--- src/rtl/frontend_sw_ctrl.sv ---
// ============================================================================
// Module   : frontend_sw_ctrl
// Purpose  : Sequences the front-end channel-swap mux select so that a swap
//            is always bracketed by a downstream blanking window.
// Revision : 1.0 - initial release
// ============================================================================
`default_nettype none

module frontend_sw_ctrl #(
    parameter int BASE          = 0,
    parameter int TIMEOUT       = 65535,
    parameter int DEFAULT_BLANK = 16
) (
    input  logic        clk,
    input  logic        rst_n,
    input  logic        set_stb,
    input  logic [7:0]  set_addr,
    input  logic [31:0] set_data,
    input  logic        run_0,
    input  logic        run_1,
    output logic        front_sw,
    output logic        blank,
    output logic        busy,
    output logic        timeout_err,
    output logic [7:0]  swap_count
);

    localparam int              CW         = (TIMEOUT > 1) ? $clog2(TIMEOUT) : 1;
    localparam logic [CW-1:0]   WAIT_LAST  = CW'(TIMEOUT - 1);
    localparam logic [7:0]      ADDR_CTRL  = 8'(BASE);
    localparam logic [7:0]      ADDR_BLANK = 8'(BASE + 1);

    typedef enum logic [2:0] {
        S_IDLE   = 3'd0,
        S_WAIT   = 3'd1,
        S_BLANK  = 3'd2,
        S_APPLY  = 3'd3,
        S_SETTLE = 3'd4
    } state_t;

    state_t        state_q, state_d;
    logic          target_q, force_q;
    logic [15:0]   blank_len_q, len_q, blk_cnt_q;
    logic [CW-1:0] wait_cnt_q;
    logic          front_sw_q, blank_q, busy_q, timeout_err_q;
    logic [7:0]    swap_count_q;
    logic          timeout_hit_d;
    logic          w_wr_ctrl, w_wr_blank, w_unused;

    assign w_wr_ctrl  = set_stb && (set_addr == ADDR_CTRL);
    assign w_wr_blank = set_stb && (set_addr == ADDR_BLANK);
    assign w_unused   = ^set_data[31:16];

    always_comb begin
        state_d       = state_q;
        timeout_hit_d = 1'b0;
        case (state_q)
            S_IDLE: begin
                if (target_q != front_sw_q)
                    state_d = force_q ? S_BLANK : S_WAIT;
            end
            S_WAIT: begin
                if (target_q == front_sw_q) begin
                    state_d = S_IDLE;
                end else if (force_q || (!run_0 && !run_1)) begin
                    state_d = S_BLANK;
                end else if (wait_cnt_q == WAIT_LAST) begin
                    state_d       = S_BLANK;
                    timeout_hit_d = 1'b1;
                end
            end
            S_BLANK:  if (blk_cnt_q == len_q - 16'd1) state_d = S_APPLY;
            S_APPLY:  state_d = S_SETTLE;
            S_SETTLE: if (blk_cnt_q == len_q - 16'd1) state_d = S_IDLE;
            default:  state_d = S_IDLE;
        endcase
    end

    always_ff @(posedge clk or negedge rst_n) begin
        if (!rst_n) begin
            state_q       <= S_IDLE;
            target_q      <= 1'b0;
            force_q       <= 1'b0;
            blank_len_q   <= 16'(DEFAULT_BLANK);
            len_q         <= 16'd1;
            blk_cnt_q     <= 16'd0;
            wait_cnt_q    <= '0;
            front_sw_q    <= 1'b0;
            blank_q       <= 1'b0;
            busy_q        <= 1'b0;
            timeout_err_q <= 1'b0;
            swap_count_q  <= 8'd0;
        end else begin
            state_q <= state_d;

            if (w_wr_ctrl) begin
                target_q <= set_data[0];
                force_q  <= set_data[1];
            end
            if (w_wr_blank)
                blank_len_q <= set_data[15:0];

            // A clear request wins over a timeout landing on the same edge.
            if (w_wr_ctrl && set_data[2])
                timeout_err_q <= 1'b0;
            else if (timeout_hit_d)
                timeout_err_q <= 1'b1;

            // Blank length is frozen for the whole swap on entry to BLANK.
            if (state_d == S_BLANK && state_q != S_BLANK)
                len_q <= (blank_len_q == 16'd0) ? 16'd1 : blank_len_q;

            if ((state_q == S_BLANK || state_q == S_SETTLE) && state_d == state_q)
                blk_cnt_q <= blk_cnt_q + 16'd1;
            else
                blk_cnt_q <= 16'd0;

            wait_cnt_q <= (state_q == S_WAIT) ? wait_cnt_q + 1'b1 : '0;

            if (state_q == S_APPLY) begin
                front_sw_q   <= ~front_sw_q;
                swap_count_q <= swap_count_q + 8'd1;
            end

            blank_q <= (state_d == S_BLANK) || (state_d == S_APPLY) || (state_d == S_SETTLE);
            busy_q  <= (state_d != S_IDLE);
        end
    end

    assign front_sw    = front_sw_q;
    assign blank       = blank_q;
    assign busy        = busy_q;
    assign timeout_err = timeout_err_q;
    assign swap_count  = swap_count_q;

endmodule

`default_nettype wire

--- config.mk ---
export PLATFORM = sky130hd
export DESIGN_NAME = frontend_sw_ctrl
export DESIGN_NICKNAME = d
export VERILOG_FILES = /design/src/rtl/frontend_sw_ctrl.sv
export SDC_FILE = /design/constraint.sdc
export NUM_CORES = 1
export LEC_CHECK = 0
export ABC_AREA = 0
export CAP_MARGIN = 20
export CORE_MARGIN = 4
export CORE_UTILIZATION = 55
export DETAILED_ROUTE_END_ITERATION = 10
export MAX_ROUTING_LAYER = met4
export PLACE_DENSITY = 0.8
export SLEW_MARGIN = 20
export SYNTH_ARGS = -nofsm -noshare
export SYNTH_HDL_FRONTEND = slang
export SYNTH_SLANG_ARGS = --single-unit
--- constraint.sdc ---
create_clock -name clk -period 3.31 [get_ports clk]
set_clock_uncertainty 0.1 [all_clocks]
set_input_delay 0.662 -clock clk [delete_from_list [all_inputs] [get_ports clk]]
set_output_delay 0.662 -clock clk [all_outputs]
set_load 0.005 [all_outputs]
==> results.sh, run 1 <==
export IMPL_ys_top_cells_by_count="79 x dfrtp_1, 37 x nor2_1, 31 x mux2_2, 31 x xnor2_1, 30 x nand2_1"
export IMPL_ys_warn_count=0
export IMPL_hold_viol_final=0
export IMPL_start_util_pct=56.7
export IMPL_r2r_end="blank$_DFF_PN0_"
export IMPL_place_hpwl_um=5700
export IMPL_std_cell_rows=31
export IMPL_slew_viol_final=0
export IMPL_end_kind="flip-flop"
export IMPL_ir_drop_v=0.000332
export IMPL_finalCriticalPeriod_ps=2750
export IMPL_setup_viol=0
export IMPL_ff2ff_setup_slack_ps=560
export IMPL_design_core_area_um2=7250
export IMPL_crit_chain="inv_1 -> ha_1 -> or4b_4 -> or3_4 -> nor3_1 -> a31oi_1 -> nor4_4 -> o21ai_0"
export IMPL_pre_cts_ws_ps=562
export IMPL_ys_seq_area_share_pct=49.4
export IMPL_cts_hold_fix_buffers=0
export IMPL_clockBufferDepth=2
export IMPL_reg2regPathDepth=8
export IMPL_htreeDepth=3
export IMPL_slowest_stage="or4b_4"
export IMPL_yosysTopAreaCellShare_pct=48.1
export IMPL_grt_total_usage_pct=20.0
export IMPL_cts_sinks=81
export IMPL_cts_made_buffers=9
export IMPL_crit_cells=8
export IMPL_drc_errors=0
export IMPL_syn_num_nets=426
export IMPL_tritoncts="built"
export IMPL_critPathTopFamily="simple AND/OR/NAND/NOR gates"
export IMPL_required_ps=3430
export IMPL_postRouteAntennaNets=0
export IMPL_maxCapViolations=0
export IMPL_port_buffers=40
export IMPL_netlist_area_um2=4110
export IMPL_worst_pin_slew_ps=570
export IMPL_critPathMaxFanout=7
export IMPL_status="complete, no violations"
export IMPL_place_area_um2=4620
export IMPL_synthCells=376
export IMPL_grt_pass1_wl_um=13700
export IMPL_synth_edf_count=0
export IMPL_root_buffer="clkbuf_8"
export IMPL_r2r_start="len_q[1]$_DFFE_PN0P_"
export IMPL_wl_per_cell_um=15.1
export IMPL_cts_setup_buffers=0
export IMPL_ios=57
export IMPL_vias=2997
export IMPL_nets=475
export IMPL_diodes=0
export IMPL_ff_latch_area_um2=2030
export IMPL_routed_via_density=5.67
export IMPL_synth_area_leaders="dfrtp_1 48%, mux2_2 8.5%, xnor2_1 6.6%, xor2_1 5.5%, nor2_1 3.4%"
export IMPL_drt_wl_total_um=8000
export IMPL_area_growth_pct=17.6
export IMPL_synth_most_common_cell="dfrtp_1"
export IMPL_overflow=0
export IMPL_die_h_um=94.5
export IMPL_fin_crit_sh_pct=83.0
export IMPL_max_freq_mhz=364
export IMPL_drt_iter0_drc=150
export IMPL_grt_pass1_vias=2972
export IMPL_place_gp_congestion=0.866
export IMPL_fin_area_um2=4840
export IMPL_firstDrtPassIters=7
export IMPL_fillCellCount=552
export IMPL_worstSetupStartpointType="flip-flop"
export IMPL_clkTransAtPathRegs_ps=90
export IMPL_synthArstFlopShare_pct=100
export IMPL_multi_input_area_um2=2020
export IMPL_synth_ff_type="dfrtp_1"
export IMPL_drive_gt1_share_pct=16.3
export IMPL_finalSetupTns_ps=0
export IMPL_worstSetupPathType="reg2reg"
export IMPL_pwr_density_cell_nw_per_um2=667
export IMPL_cts_resized=0
export IMPL_grt_max_degree=82
export IMPL_yosysTopAreaCell="dfrtp_1"
export IMPL_worst_slack_ps=563
export IMPL_antenna_found_initial=0
export IMPL_grt_setup_unrepaired="false"
export IMPL_leakage_nw=2.07
export IMPL_dieArea_um2=8920
export IMPL_synthDistinctLibCells=50
export IMPL_ys_seq_elements=81
export IMPL_timing_slew_headroom_pct=61.7
export IMPL_hold_class="in2async"
export IMPL_arrival_ps=2860
export IMPL_crit_path_max_incr_delay_ps=520
export IMPL_die_x_um=94.5
export IMPL_syn_avg_cell_area_um2=10.9
export IMPL_clk_latency_ps=350
export IMPL_crit_buf_inv=1
==> worst max-delay path by stage <==
stage / start / to / slack [ps]
after CTS: len_q[1]$_DFFE_PN0P_ / blank$_DFF_PN0_ / 550
after global placement: len_q[1]$_DFFE_PN0P_ / blk_cnt_q[15]$_DFF_PN0_ / 610
after detailed placement: len_q[1]$_DFFE_PN0P_ / blk_cnt_q[15]$_DFF_PN0_ / 560
after floorplan: len_q[1]$_DFFE_PN0P_ / blk_cnt_q[5]$_DFF_PN0_ / 730
final: len_q[1]$_DFFE_PN0P_ / blank$_DFF_PN0_ / 560
after global routing: len_q[1]$_DFFE_PN0P_ / blank$_DFF_PN0_ / 390
==> per-layer routing <==
layer  vias to the layer above  part of all wire (%)  global-route usage (%)  wire, µm
li1                       1438                     -                       -         -
met1                      1477                    46                    26.2      3680
met2                        70                    48                    31.3      3840
met3                        12                   4.3                    2.87       347
met4                         0                   1.7                    8.41       136
met5                         -                     0                       -         0
==> stage by stage <==
| stage | power [W] | util (%) | cells | hold WS (ps) |
|---|---|---|---|---|
| finish | 0.00323 | 66.7 | 529 | 112 |
| global route | 0.00343 | 66.7 | 529 | 128 |
| CTS | 0.00324 | 66.3 | 528 | 386 |
| detailed placement | 0.00255 | 63.7 | 512 | 372 |
| global placement | 0.00251 | 63.7 | 512 | 363 |
| floorplan | 0.00223 | - | 376 | 266 |
==> flip-flops by register name, indices dropped and copies added, names as in the netlist <==
register and count:
blank_len_q 16, state_q 3, len_q 16, blank 1, busy 1, front_sw 1, timeout_err 1, blk_cnt_q 16
target_q 1, wait_cnt_q 16, swap_count 8, force_q 1
==> layout make-up <==
class / count / share of cell area, %
multi-input combinational: 283 / 41.8
sequential: 81 / 42.0
clock buffer: 10 / 2.85
tap: 99 / 2.56
clock inverter: 6 / 1.03
timing repair buffer: 45 / 9.42
inverter: 5 / 0.388
==> logic make-up (layout without fill, tap and decap cells) <==
logic type	Yosys count	in the layout	share of synthesized area, %
simple gates	156	156	21.2
flops	81	81	49.4
xor+xnor	57	57	12.1
compound gates	33	33	5.51
mux	32	32	8.76
buf+inv	12	66	1.49
fa+ha+maj	5	5	1.52
==> report_power, final <==
| part | switching [W] | internal, W | leakage (nW) |
|---|---|---|---|
| clock | 0.000379 | 0.000301 | 0.0895 |
| combinational | 0.000665 | 0.000569 | 0.875 |
| sequential | 0.000183 | 0.00113 | 1.10 |
==> cells in the final DEF, fill, tap and decap left out, drive strengths merged, types with 12 or more instances in the layout <==
cell	instances
nand3	14
nor3	22
dfrtp	79
xor2	26
mux2	32
nand2	30
nor2	37
xnor2	31
clkdlybuf4s50	39
nor4	12
(Power assumes the default switching activity.)
==> inputs of run 2 (changes only) <==
--- a/config.mk
+++ b/config.mk
@@ -8,10 +8,10 @@
 export ABC_AREA = 0
 export CAP_MARGIN = 20
 export CORE_MARGIN = 4
-export CORE_UTILIZATION = 55
+export CORE_UTILIZATION = 50
 export DETAILED_ROUTE_END_ITERATION = 10
 export MAX_ROUTING_LAYER = met4
-export PLACE_DENSITY = 0.8
+export PLACE_DENSITY = 0.77
 export SLEW_MARGIN = 20
 export SYNTH_ARGS = -nofsm -noshare
 export SYNTH_HDL_FRONTEND = slang
==> constraint.sdc (replaced) <==
create_clock -name clk -period 2.2 [get_ports clk]
set_clock_uncertainty 0.1 [all_clocks]
set_input_delay 0.44 -clock clk [delete_from_list [all_inputs] [get_ports clk]]
set_output_delay 0.44 -clock clk [all_outputs]
set_load 0.005 [all_outputs]
==> run 2 against run 1 <==
The run now ends with negative setup slack left. Sequential power up 44%. Utilization increased by 3.5 points. Count of clock-buffer cells in the layout rose by 1. Worst hold slack gained 270 ps. Critical path depth up 1. Clock power up 90%. Global-route usage is 1.4 points higher. Final area increased by 14%. Critical path type unchanged. Sequential share of layout area down 5.1 points. Via count up 7.0%.
==> results.sh, run 2 (synthesis gave the netlist of run 1 again) <==
export IMPL_pwr_density_cell_nw_per_um2=1090
export IMPL_root_buffer="clkbuf_8"
export IMPL_std_cell_rows=32
export IMPL_status="finished with violations"
export IMPL_crit_path_max_incr_delay_ps=480
export IMPL_clkTransAtPathRegs_ps=80
export IMPL_hold_class="reg2reg"
export IMPL_fin_util_pct=70.2
export IMPL_worst_slack_ps=-392
export IMPL_final_common_cell="dfrtp_1"
export IMPL_slowest_stage="or4b_4"
export IMPL_ios=57
export IMPL_grt_max_degree=50
export IMPL_place_gp_congestion=0.863
export IMPL_wl_per_cell_um=15.9
export IMPL_ir_drop_v=0.000630
export IMPL_worstSetupStartpointType="flip-flop"
export IMPL_reg2regPathDepth=9
export IMPL_crit_buf_inv=2
export IMPL_dpl_cell_count=554
export IMPL_fin_crit_sh_pct=118
export IMPL_dr_wl_met3_um=370
export IMPL_max_freq_mhz=386
export IMPL_die_x_um=98.7
export IMPL_cts_made_buffers=9
export IMPL_r2r_start="len_q[1]$_DFFE_PN0P_"
export IMPL_met1_length_um=4100
export IMPL_fillCellCount=565
export IMPL_htreeDepth=3
export IMPL_drive_gt1_share_pct=29.1
export IMPL_port_buffers=40
export IMPL_vias=3206
export IMPL_cts_sinks=81
export IMPL_finalCriticalPeriod_ps=2590
export IMPL_wl_met2_um=4620
export IMPL_end_kind="flip-flop"
export IMPL_r2r_end="blk_cnt_q[5]$_DFF_PN0_"
export IMPL_area_growth_pct=34.0
export IMPL_die_h_um=98.7
export IMPL_final_cells=583
export IMPL_crit_chain="inv_2 -> ha_4 -> or4b_4 -> or3_4 -> a221oi_2 -> o2111ai_2 -> nor4_4 -> buf_12 -> nor3_1"
export IMPL_overflow=0
export IMPL_timing_slew_headroom_pct=64.2
export IMPL_maxCapViolations=0
export IMPL_highest_layer="met4"
export IMPL_nets=526
export IMPL_firstDrtPassIters=4
export IMPL_grt_pass1_vias=3355
export IMPL_endpoint="blk_cnt_q[5]$_DFF_PN0_"
export IMPL_drt_wl_total_um=9270
export IMPL_hold_viol_final=0
export IMPL_routed_via_density=5.50
export IMPL_place_hpwl_um=6300
export IMPL_critPathTopFamily="simple AND/OR/NAND/NOR gates"
export IMPL_tritoncts="built"
export IMPL_antenna_found_initial=0
export IMPL_diodes=0
export IMPL_layout_common_cells="79 x dfrtp_1, 47 x buf_4, 39 x clkdlybuf4s50_1, 36 x nor2_1, 30 x xnor2_1"
export IMPL_crit_cells=9
export IMPL_dieArea_um2=9740
export IMPL_drc_errors=0
export IMPL_clockBufferDepth=2
export IMPL_violations="negative setup slack"
export IMPL_drt_iter0_drc=136
export IMPL_arrival_ps=2740
export IMPL_worstSetupPathType="reg2reg"
export IMPL_setup_viol=34
export IMPL_required_ps=2350
export IMPL_slew_viol_final=0
export IMPL_design_core_area_um2=7850
export IMPL_start_util_pct=52.4
export IMPL_worst_pin_slew_ps=534
export IMPL_postRouteAntennaNets=0
export IMPL_grt_total_usage_pct=21.3
export IMPL_crit_path_start="len_q[1]$_DFFE_PN0P_"
export IMPL_critPathMaxFanout=13
export IMPL_clk_latency_ps=370
export IMPL_grt_setup_unrepaired="true"
export IMPL_leakage_nw=2.41
export IMPL_grt_pass1_wl_um=16000
export IMPL_ff2ff_setup_slack_ps=-390
run 2: changes by cell type in the layout (fill, tap and decap cells not counted), sizes merged:
cell | previous run | this run
bufinv | 0 | 2
inv | 7 | 6
clkbuf | 10 | 11
clkinv | 2 | 0
dlygate4sd3 | 0 | 1
buf | 6 | 56
run 2: metal layers:
| metal | vias to the layer above | global-route usage (%) |
|---|---|---|
| li1 | 1534 | - |
| met1 | 1593 | 26.1 |
| met5 | - | - |
| met2 | 64 | 35.0 |
| met3 | 15 | 4.39 |
| met4 | 0 | 7.67 |
run 2: worst min path at each step:
stage | slack [ps] | cells past startpoint | end | startpoint
floorplan | 40 | 0 | blank$_DFF_PN0_ | rst_n
global placement | 300 | 1 | blank_len_q[8]$_DFFE_PN0P_ | rst_n
detailed placement | 310 | 1 | blank_len_q[8]$_DFFE_PN0P_ | rst_n
CTS | 400 | 1 | swap_count[7]$_DFFE_PN0N_ | swap_count[7]$_DFFE_PN0N_
global route | 430 | 1 | swap_count[7]$_DFFE_PN0N_ | swap_count[7]$_DFFE_PN0N_
finish | 380 | 1 | swap_count[7]$_DFFE_PN0N_ | swap_count[7]$_DFFE_PN0N_
run 2: power by group:
part	total [W]	switching, W	internal [W]
Combinational	0.00285	0.00139	0.00146
Sequential	0.00189	0.000193	0.00170
Clock	0.00129	0.000580	0.000709
Total	0.00603	0.00216	0.00387
run 2: per-stage QoR:
stage | hold slack [ps] | setup TNS [ps] | area (µm²) | power [W] | setup WS [ps]
5_1_grt | 429 | -12140 | 5510 | 0.00639 | -508
3_3_place_gp | 304 | -6730 | 5020 | 0.00420 | -347
4_1_cts | 397 | -8830 | 5480 | 0.00594 | -394
6_report | 382 | -8780 | 5510 | 0.00603 | -392
2_1_floorplan | 44.4 | -9070 | 4180 | 0.00341 | -380
3_5_place_dp | 308 | -8900 | 5020 | 0.00427 | -440
run 2: final cells by class:
type                       instances  area, µm²  share of cell area (%)
clock buffer                      11        151                    2.75
clock inverter                     5       86.3                    1.57
inverter                           5       18.8                   0.341
multi-input combinational        283       2180                    39.5
sequential                        81       2030                    36.8
tap                              102        128                    2.32
timing repair buffer              96        918                    16.7
run 2: timing repair:
| action | 4_1_cts | 5_1_grt |
|---|---|---|
| pin swaps | 8 | 3 |
| hold endpoints to repair | 31 | 0 |
| hold buffers | 1 | 0 |
| setup buffers | 8 | 3 |
| resized for setup | 18 | 9 |
| cloned | 2 | 0 |
| endpoints found under the setup margin | 34 | 36 |
